File: src/rtl/speed_pkg.sv
// Shared types and default constants for the speed-check session controller.
package speed_pkg;

  typedef enum logic [1:0] {
    IDLE = 2'd0,
    RUN  = 2'd1,
    DONE = 2'd2
  } state_e;

  localparam int TICK_DIV_DEF   = 100_000_000;
  localparam int WINDOW_SEC_DEF = 10;
  localparam int THRESHOLD_DEF  = 33;
  localparam int PASS_MAX_DEF   = 9;
  localparam int CNT_W_DEF      = 9;

endpackage

File: src/rtl/pulse_sync_edge.sv
// Two-flop synchroniser plus registered rising-edge detect for a raw sensor input.
module pulse_sync_edge (
  input  logic clk,
  input  logic reset,
  input  logic sig_i,
  output logic evt_o
);

  logic s1_q, s2_q, s3_q, evt_q;

  // Edge strobe is registered so sensor-to-event latency is exactly three clocks.
  always_ff @(posedge clk or posedge reset) begin
    if (reset) begin
      s1_q  <= 1'b0;
      s2_q  <= 1'b0;
      s3_q  <= 1'b0;
      evt_q <= 1'b0;
    end else begin
      s1_q  <= sig_i;
      s2_q  <= s1_q;
      s3_q  <= s2_q;
      evt_q <= s2_q & ~s3_q;
    end
  end

  assign evt_o = evt_q;

endmodule

File: src/rtl/speed_session_ctrl.sv
// Timed speed-check session: per-second tick, pulse counting and qualifying-second tally.
module speed_session_ctrl
  import speed_pkg::*;
#(
  parameter int TICK_DIV   = TICK_DIV_DEF,
  parameter int WINDOW_SEC = WINDOW_SEC_DEF,
  parameter int THRESHOLD  = THRESHOLD_DEF,
  parameter int PASS_MAX   = PASS_MAX_DEF,
  parameter int CNT_W      = CNT_W_DEF
) (
  input  logic             clk,
  input  logic             reset,
  input  logic             start,
  input  logic             clear,
  input  logic             pulse_in,
  output logic             busy,
  output logic             done,
  output logic             sec_tick,
  output logic [4:0]       elapsed,
  output logic [CNT_W-1:0] pulse_count,
  output logic [15:0]      pass_count
);

  localparam int              PW        = (TICK_DIV > 1) ? $clog2(TICK_DIV) : 1;
  localparam logic [PW-1:0]   TICK_LAST = PW'(TICK_DIV - 1);
  localparam logic [CNT_W-1:0] CNT_MAX  = '1;
  localparam logic [4:0]      WIN       = 5'(WINDOW_SEC);
  localparam logic [15:0]     PMAX      = 16'(PASS_MAX);

  state_e           state_q, state_d;
  logic [PW-1:0]    presc_q, presc_d;
  logic             tick_q, tick_d;
  logic [4:0]       el_q, el_d;
  logic [CNT_W-1:0] pc_q, pc_d;
  logic [15:0]      pass_q, pass_d;
  logic             pulse_evt;
  logic [CNT_W:0]   eff_raw;
  logic [CNT_W-1:0] eff;

  pulse_sync_edge u_sync (
    .clk   (clk),
    .reset (reset),
    .sig_i (pulse_in),
    .evt_o (pulse_evt)
  );

  // An event landing on the tick still belongs to the second that is ending.
  assign eff_raw = {1'b0, pc_q} + (CNT_W+1)'(pulse_evt);
  assign eff     = eff_raw[CNT_W] ? CNT_MAX : eff_raw[CNT_W-1:0];

  always_comb begin
    state_d = state_q;
    presc_d = presc_q;
    el_d    = el_q;
    pc_d    = pc_q;
    pass_d  = pass_q;
    case (state_q)
      IDLE, DONE: begin
        presc_d = '0;
        if (start) begin
          state_d = RUN;
          el_d    = '0;
          pc_d    = '0;
          pass_d  = '0;
        end
      end
      RUN: begin
        if (tick_q) begin
          presc_d = '0;
          pc_d    = '0;
          el_d    = el_q + 5'd1;
          if (32'(eff) >= 32'(THRESHOLD) && pass_q < PMAX) pass_d = pass_q + 16'd1;
          if (el_q + 5'd1 == WIN) state_d = DONE;
        end else begin
          presc_d = presc_q + PW'(1);
          if (pulse_evt && pc_q != CNT_MAX) pc_d = pc_q + CNT_W'(1);
        end
      end
      default: state_d = IDLE;
    endcase
    if (clear) begin
      state_d = IDLE;
      presc_d = '0;
      el_d    = '0;
      pc_d    = '0;
      pass_d  = '0;
    end
    // Registered strobe: high in exactly the cycle the prescaler sits at its last count.
    tick_d = (state_d == RUN) && (presc_d == TICK_LAST);
  end

  always_ff @(posedge clk or posedge reset) begin
    if (reset) begin
      state_q <= IDLE;
      presc_q <= '0;
      tick_q  <= 1'b0;
      el_q    <= '0;
      pc_q    <= '0;
      pass_q  <= '0;
    end else begin
      state_q <= state_d;
      presc_q <= presc_d;
      tick_q  <= tick_d;
      el_q    <= el_d;
      pc_q    <= pc_d;
      pass_q  <= pass_d;
    end
  end

  assign busy        = (state_q == RUN);
  assign done        = (state_q == DONE);
  assign sec_tick    = tick_q;
  assign elapsed     = el_q;
  assign pulse_count = pc_q;
  assign pass_count  = pass_q;

endmodule

File: config.mk
export PLATFORM = sky130hd
export DESIGN_NAME = speed_session_ctrl
export DESIGN_NICKNAME = d
export VERILOG_FILES = /design/src/rtl/speed_pkg.sv /design/src/rtl/pulse_sync_edge.sv /design/src/rtl/speed_session_ctrl.sv
export SDC_FILE = /design/constraint.sdc
export NUM_CORES = 1
export LEC_CHECK = 0
export ABC_AREA = 0
export CAP_MARGIN = 20
export CELL_PAD_IN_SITES_DETAIL_PLACEMENT = 1
export CELL_PAD_IN_SITES_GLOBAL_PLACEMENT = 1
export CORE_MARGIN = 2
export CORE_UTILIZATION = 39
export CTS_CLUSTER_DIAMETER = 40
export DETAILED_ROUTE_END_ITERATION = 7
export GPL_ROUTABILITY_DRIVEN = 1
export PLACE_DENSITY = 0.85
export SLEW_MARGIN = 20
export SYNTH_ARGS = -nofsm -noshare
export SYNTH_HDL_FRONTEND = slang
export SYNTH_SLANG_ARGS = --single-unit
File: constraint.sdc
create_clock -name clk -period 2.4 [get_ports clk]
set_input_delay 0.24 -clock clk [delete_from_list [all_inputs] [get_ports clk]]
set_output_delay 0.24 -clock clk [all_outputs]
set_load 0.005 [all_outputs]
==> After elaboration in Yosys (flattened, before gate mapping) <==
Index checks and enable logic that the tools add are counted.
{ "op_classes": {"addsub": 5, "n_lt_le_gt_ge": 2, "n_eq_ne": 10, "muxes": 23, "bitwise_logic": 2, "n_reduce_logical": 9} }
{ "ops": {"columns": ["op", "n"], "rows": [
  ["16-bit 2-to-1 mux", 4],
  ["27-bit 2-to-1 mux", 2],
  ["27-bit case mux with 2 select lines", 1],
  ["9-bit 2-to-1 mux", 5],
  ["16-bit case mux with 2 select lines", 1],
  ["27-bit by 1-bit adder with 27-bit output, second input constant", 1],
  ["27-bit == test, second input constant", 1],
  ["9-bit case mux with 2 select lines", 1],
  ["16-bit by 1-bit adder with 16-bit output, second input constant", 1],
  ["16-bit by 4-bit less-than comparator with 1-bit output, second input constant", 1],
  ["5-bit 2-to-1 mux", 3],
  ["9-bit by 1-bit adder with 10-bit output", 1],
  ["5-bit case mux with 2 select lines", 1],
  ["9-bit by 1-bit adder with 9-bit output, second input constant", 1],
  ["9-bit by 6-bit >= comparator with 1-bit output, second input constant", 1],
  ["9-bit inequality test, second input constant", 1],
  ["2-bit 2-to-1 mux", 4],
  ["3-bit by 2-bit inequality test with 1-bit output, second input constant", 2],
  ["3-bit AND reduction", 2],
  ["5-bit by 1-bit adder with 5-bit output, second input constant", 1],
  ["5-bit by 4-bit == test with 1-bit output, second input constant", 1],
  ["2-bit by 1-bit == test with 1-bit output, second input constant", 2],
  ["4-bit by 2-bit inequality test with 1-bit output, second input constant", 1],
  ["2-bit case mux with 2 select lines", 1],
  ["9 further kinds", 11]
]} }
{ "totals": {"ff_bits": 64, "in_bits": 5, "output_inout_bits": 33, "elab_cells": 61} }

==> Logic depth before layout (Yosys ltp) <==
{ "depth": {"depth_word": 8, "depth_mapped": 13, "depth_no_buf": 12} }

==> Hierarchy <==
A second synthesis with hierarchy kept.
{ "unflattened": {"cells_unflattened": 381, "hier_area_um2": 3574.7} }
{ "modules_own_cells": {"columns": ["module", "instances", "cells_per_inst", "area_per_inst_um2", "seq_area_each_um2"], "rows": [
  ["speed_session_ctrl", 1, 375, 3457.1, 1501.4],
  ["pulse_sync_edge", 1, 6, 117.6, 100.1]
]} }

==> Worst setup path before layout <==
Ideal clock, no wire load.
{ "synth_timing": {"kind": "flip-flop to flip-flop", "from": "register pc_q[0] (netlist: pulse_count[0])", "to": "register pass_q[2] (netlist: pass_count[2])", "t_arrival_ns": 2.373, "setup_slack_ns": -0.092, "path_stages_with_launch": 10, "cell_sequence": "dfrtp_1 -> ha_1 -> ha_1 -> or2_2 -> o311ai_0 -> a222oi_1 -> o41a_1 -> nand2_1 -> xor2_1 -> nor2_1"} }
{ "synth_via": {"elab_chain_cells": 6} }
{ "synth_lines": {"columns": ["item", "line", "rtl"], "rows": [
  ["from (decl)", "speed_session_ctrl.sv:34", "logic [CNT_W-1:0] pc_q, pc_d;"],
  ["from (signal assigned)", "speed_session_ctrl.sv:105", "pc_q <= pc_d;"],
  ["9-bit by 1-bit adder with 10-bit output", "speed_session_ctrl.sv:48", "assign eff_raw = {1'b0, pc_q} + (CNT_W+1)'(pulse_evt);"],
  ["9-bit 2-to-1 mux", "speed_session_ctrl.sv:49", "assign eff = eff_raw[CNT_W] ? CNT_MAX : eff_raw[CNT_W-1:0];"],
  ["9-bit by 6-bit >= comparator with 1-bit output", "speed_session_ctrl.sv:72", "if (32'(eff) >= 32'(THRESHOLD) && pass_q < PMAX) pass_d = pass_q + 16'd1;"],
  ["1-bit logical AND", "speed_session_ctrl.sv:72", null],
  ["3-bit by 2-bit inequality test with 1-bit output (no source line)", null, null],
  ["4-bit AND reduction (no source line)", null, null],
  ["to (signal assigned)", "speed_session_ctrl.sv:106", "pass_q <= pass_d;"],
  ["to (decl)", "speed_session_ctrl.sv:35", "logic [15:0] pass_q, pass_d;"]
]} }
Every way passes these cells.
A chain may end at the register's enable or synchronous reset.

==> Final worst setup path <==
{ "layout_timing": {"from": "register state_q[1]", "to": "register tick_q (netlist: sec_tick)"} }
{ "layout_via": {"elab_chain_cells": 6, "word_cells_on_any_way": 14, "classes_between": "4 x eq/ne; 7 x mux; 3 x reduce/logical"} }
{ "layout_lines": {"columns": ["item", "line", "rtl"], "rows": [
  ["from (decl)", "speed_session_ctrl.sv:30", "state_e state_q, state_d;"],
  ["from (signal assigned)", "speed_session_ctrl.sv:101", "state_q <= state_d;"],
  ["2-bit == test or 2-bit logical NOT (tied branches)", "speed_session_ctrl.sv:57", "case (state_q)"],
  ["2-bit OR reduction", "speed_session_ctrl.sv:57", null],
  ["27-bit case mux with 2 select lines (*)", "speed_session_ctrl.sv:57", null],
  ["27-bit 2-to-1 mux (*)", "speed_session_ctrl.sv:81", "if (clear) begin"],
  ["via presc_d[13]", "speed_session_ctrl.sv:31", "logic [PW-1:0] presc_q, presc_d;"],
  ["27-bit == test (*)", "speed_session_ctrl.sv:89", "tick_d = (state_d == RUN) && (presc_d == TICK_LAST);"],
  ["1-bit logical AND (*)", "speed_session_ctrl.sv:89", null],
  ["via tick_d", "speed_session_ctrl.sv:32", "logic tick_q, tick_d;"],
  ["to (signal assigned)", "speed_session_ctrl.sv:103", "tick_q <= tick_d;"],
  ["to (decl)", "speed_session_ctrl.sv:32", null]
]} }
The timed path passes the listed nets; every way through them passes the cells marked *.

==> flow_metrics.py <==
metrics = {
    "worst_setup_path": {
        "worstPathRequired_ns": 2.67,
        "critPathKind": "reg2reg",
        "critPathLaunchType": "register",
        "cp-end-kind": "register",
        "reg2reg_from": "state_q[1]",
        "ff2ff_setup_slack_ns": -0.51,
        "critPathArrivalTime_ns": 3.18,
        "ff2ff_path_depth": 9,
        "critical_path.max_fanout": 14,
        "r2r-end": "sec_tick",
    },
    "timing": {
        "worst_pin_slew_ns": 0.649,
        "setup_violations": 2,
        "fin_ws_ns": -0.511,
        "hold_viol_final": 0,
        "relSlewSlack": 0.565,
        "period_share": 1.21,
        "holdWs_ns": 0.267,
        "clock_skew_ns": 0.0117,
        "rsz0062_at_grt": "true",
        "fmax_mhz": 344,
        "drv_slew": 0,
        "finalCriticalPeriod_ns": 2.91,
    },
    "floorplanning": {
        "die-area_um2": 9880,
        "top_level_ports": 38,
        "fp.coreArea_um2": 8760,
        "chipHeight_um": 99.4,
        "die_w_um": 99.4,
        "start_util": 0.405,
        "std_cell_rows": 34,
    },
    "power": {
        "p_leak_nw": 2.27,
        "cellPowerDensity_nw_per_um2": 474,
        "ir_worst_vdd_mv": 0.224,
        "power_mw": 2.53,
    },
    "flow_run": {
        "drv_cap": 0,
    },
    "global_routing": {
        "grt_pass1_vias": 4133,
        "grt_first_pass_wirelength_um": 22000,
        "grt_start_max_net_pins": 65,
        "overflow": 0,
        "grt_antenna_before_repair": 0,
        "track_usage": 0.288,
    },
    "yosys": {
        "synth.avg_cell_area_um2": 9.27,
        "ys_types": 61,
        "synth-simple-area-share": 0.279,
        "synthAdderAreaFrac": 0.0317,
        "synth_top_area_cell": "dfrtp_1",
        "synth_xor_area_frac": 0.0419,
        "synthesis.nets": 397,
        "synth_top_family_by_area": "simple AND/OR/NAND/NOR gates",
        "synth-seq-cells": 64,
        "synth_seq_area_share": 0.451,
        "synth.area.top_cells": "dfrtp_1, nand2_1, nor2_1, ha_1, o21ai_0",
        "synth_area_um2": 3550,
        "syn_inst": 383,
        "async_flop_share": 1.00,
        "yosysWarnings": 0,
        "synth_flop_cell": "dfrtp_1",
        "synth_edf_count": 0,
        "synth_compound_area_frac": 0.159,
        "synth_top_area_share": 0.451,
        "synth_mux_area_frac": 0.00282,
    },
    "drt": {
        "wl_um": 16600,
        "wire_per_inst_um": 26.8,
        "num_vias": 4007,
        "drt_first_pass_iters": 4,
        "ant_nets": 0,
        "via_per_inst": 6.47,
        "drc_errors": 0,
        "drt_iter0_markers": 317,
    },
    "clock_tree": {
        "clockRootBuffer": "clkbuf_8",
        "clk_pin_slew_ns": 0.08,
        "insertion_delay_ns": 0.37,
        "cts_buffers": 9,
        "h-tree-depth": 3,
        "clockBufferDepth": 2,
        "cts_tree": "done",
        "clkSinkCount": 64,
    },
    "placement": {
        "port_buffers": 37,
        "dp_cells": 583,
        "gp_congestion": 0.949,
        "hpwl_um": 8970,
        "dpl_worst_slack_ns": -0.281,
    },
    "layout": {
        "syn_to_final_growth_pct": 50.4,
        "layout.nets": 520,
        "nFillCells": 969,
        "final_util": 0.610,
        "final_cells": 619,
        "drive_gt1_frac": 0.337,
        "diodes": 0,
    },
    "hold_path": {
        "min_path_type": "in2async",
    },
    "status": {
        "violations": "setup timing",
        "status": "finished with violations",
    },
}
-- synthesized netlist by cell type (all sizes together) (2+ instances only) --
library cell  number
nand2b             5
a41oi              2
o311ai             4
clkbuf            13
and4               2
o31ai              3
and2              13
nand4b             2
or3                4
or2                3
a31oi              4
buf                4
inv               13
a2111oi            2
xor2               9
nor3b              3
a22oi              4
nand4             15
o21ai             22
nor2b              4
or4b               2
xnor2              8
nor3              11
a41o               2
nor2              36
dfrtp             64
nand2             37
a32oi              4
o41ai              3
and3               9
a311oi             2
nor4b              2
nor4              10
a21oi             17
ha                 9
nand3             14
or4                4
o31a               2
-- routing by layer --
| layer | vias to the layer above | track usage | part of all wire |
|---|---|---|---|
| li1 | 1660 | - | - |
| met1 | 2000 | 0.332 | 0.35 |
| met4 | 0 | 0.194 | 0.071 |
| met2 | 246 | 0.494 | 0.51 |
| met5 | - | 0 | 0 |
| met3 | 101 | 0.0443 | 0.070 |
-- where the power goes --
group | switching (mW) | internal [mW]
Sequential | 0.00786 | 1.08
Clock | 0.506 | 0.724
Combinational | 0.128 | 0.0823
Total | 0.642 | 1.89
-- what timing repair did --
action,CTS,global route
setup buffers,11,10
gates cloned,0,0
resized for setup,35,52
endpoints found under the setup margin,7,7
endpoints found under the hold margin,0,0
hold buffers,0,0
pin swaps,23,25
-- how the worst max path moves through the flow --
stage	to	startpoint
3_5_place_dp	sec_tick	clear
6_report	sec_tick	state_q[1]
2_1_floorplan	sec_tick	presc_q[0]
4_1_cts	sec_tick	presc_q[1]
3_3_place_gp	sec_tick	clear
5_1_grt	sec_tick	presc_q[2]
-- sequential cells by signal (all words and copies together) (netlist names) --
signal	cells
u_sync.evt_o	1
state_q	2
u_sync.s1_q	1
u_sync.s3_q	1
u_sync.s2_q	1
pass_count	16
elapsed	5
sec_tick	1
pulse_count	9
presc_q	27
-- worst max-delay path, stage by stage, from the launching register on --
cell and delay (ns):
dfrtp_1 0.46, buf_6 0.20, nor3b_2 0.25, buf_4 0.24, a41oi_1 0.15, a311oi_1 0.40, buf_4 0.22, nand4b_1 0.24
nor4_4 0.35, nor4bb_2 0.29
-- through the flow --
step / instance area [um^2] / setup TNS, ns
after floorplan: 3570 / 0
after global placement: 4550 / -0.183
after detailed placement: 4550 / -0.606
after CTS: 5040 / -0.0722
after global routing: 5340 / -0.946
final: 5340 / -0.585
-- kinds of logic after synthesis --
| logic type | count (synthesis) |
|---|---|
| xor gates and xnor gates | 17 |
| muxes | 1 |
| DFF | 64 |
| buffers and inverters | 30 |
| and+or+nand+nor | 180 |
| adders and majority gates | 9 |
| AOI/OAI and AO/OA | 82 |
-- cell type report --
type                    count  area, um^2  share of cell area
clock inverters             6         115              0.0216
inverters                  13        48.8             0.00914
flip-flops and latches     64        1610               0.301
multi-input cells         289        2190               0.409
clock buffers              10         138              0.0258
repair buffers            129        1110               0.208
well taps                 108         135              0.0253
-- placed cells by master (no fill, tap or decap), types with 10 or more instances in the layout --
| cell | n |
|---|---|
| a21oi_1 | 14 |
| and2_1 | 13 |
| buf_4 | 82 |
| clkbuf_8 | 10 |
| clkdlybuf4s50_1 | 37 |
| dfrtp_1 | 60 |
| inv_1 | 12 |
| nand2_1 | 36 |
| nand3_1 | 11 |
| nand4_1 | 14 |
| nor2_1 | 32 |
| o21ai_0 | 14 |
Note: power is estimated with default switching activity, not from simulation.
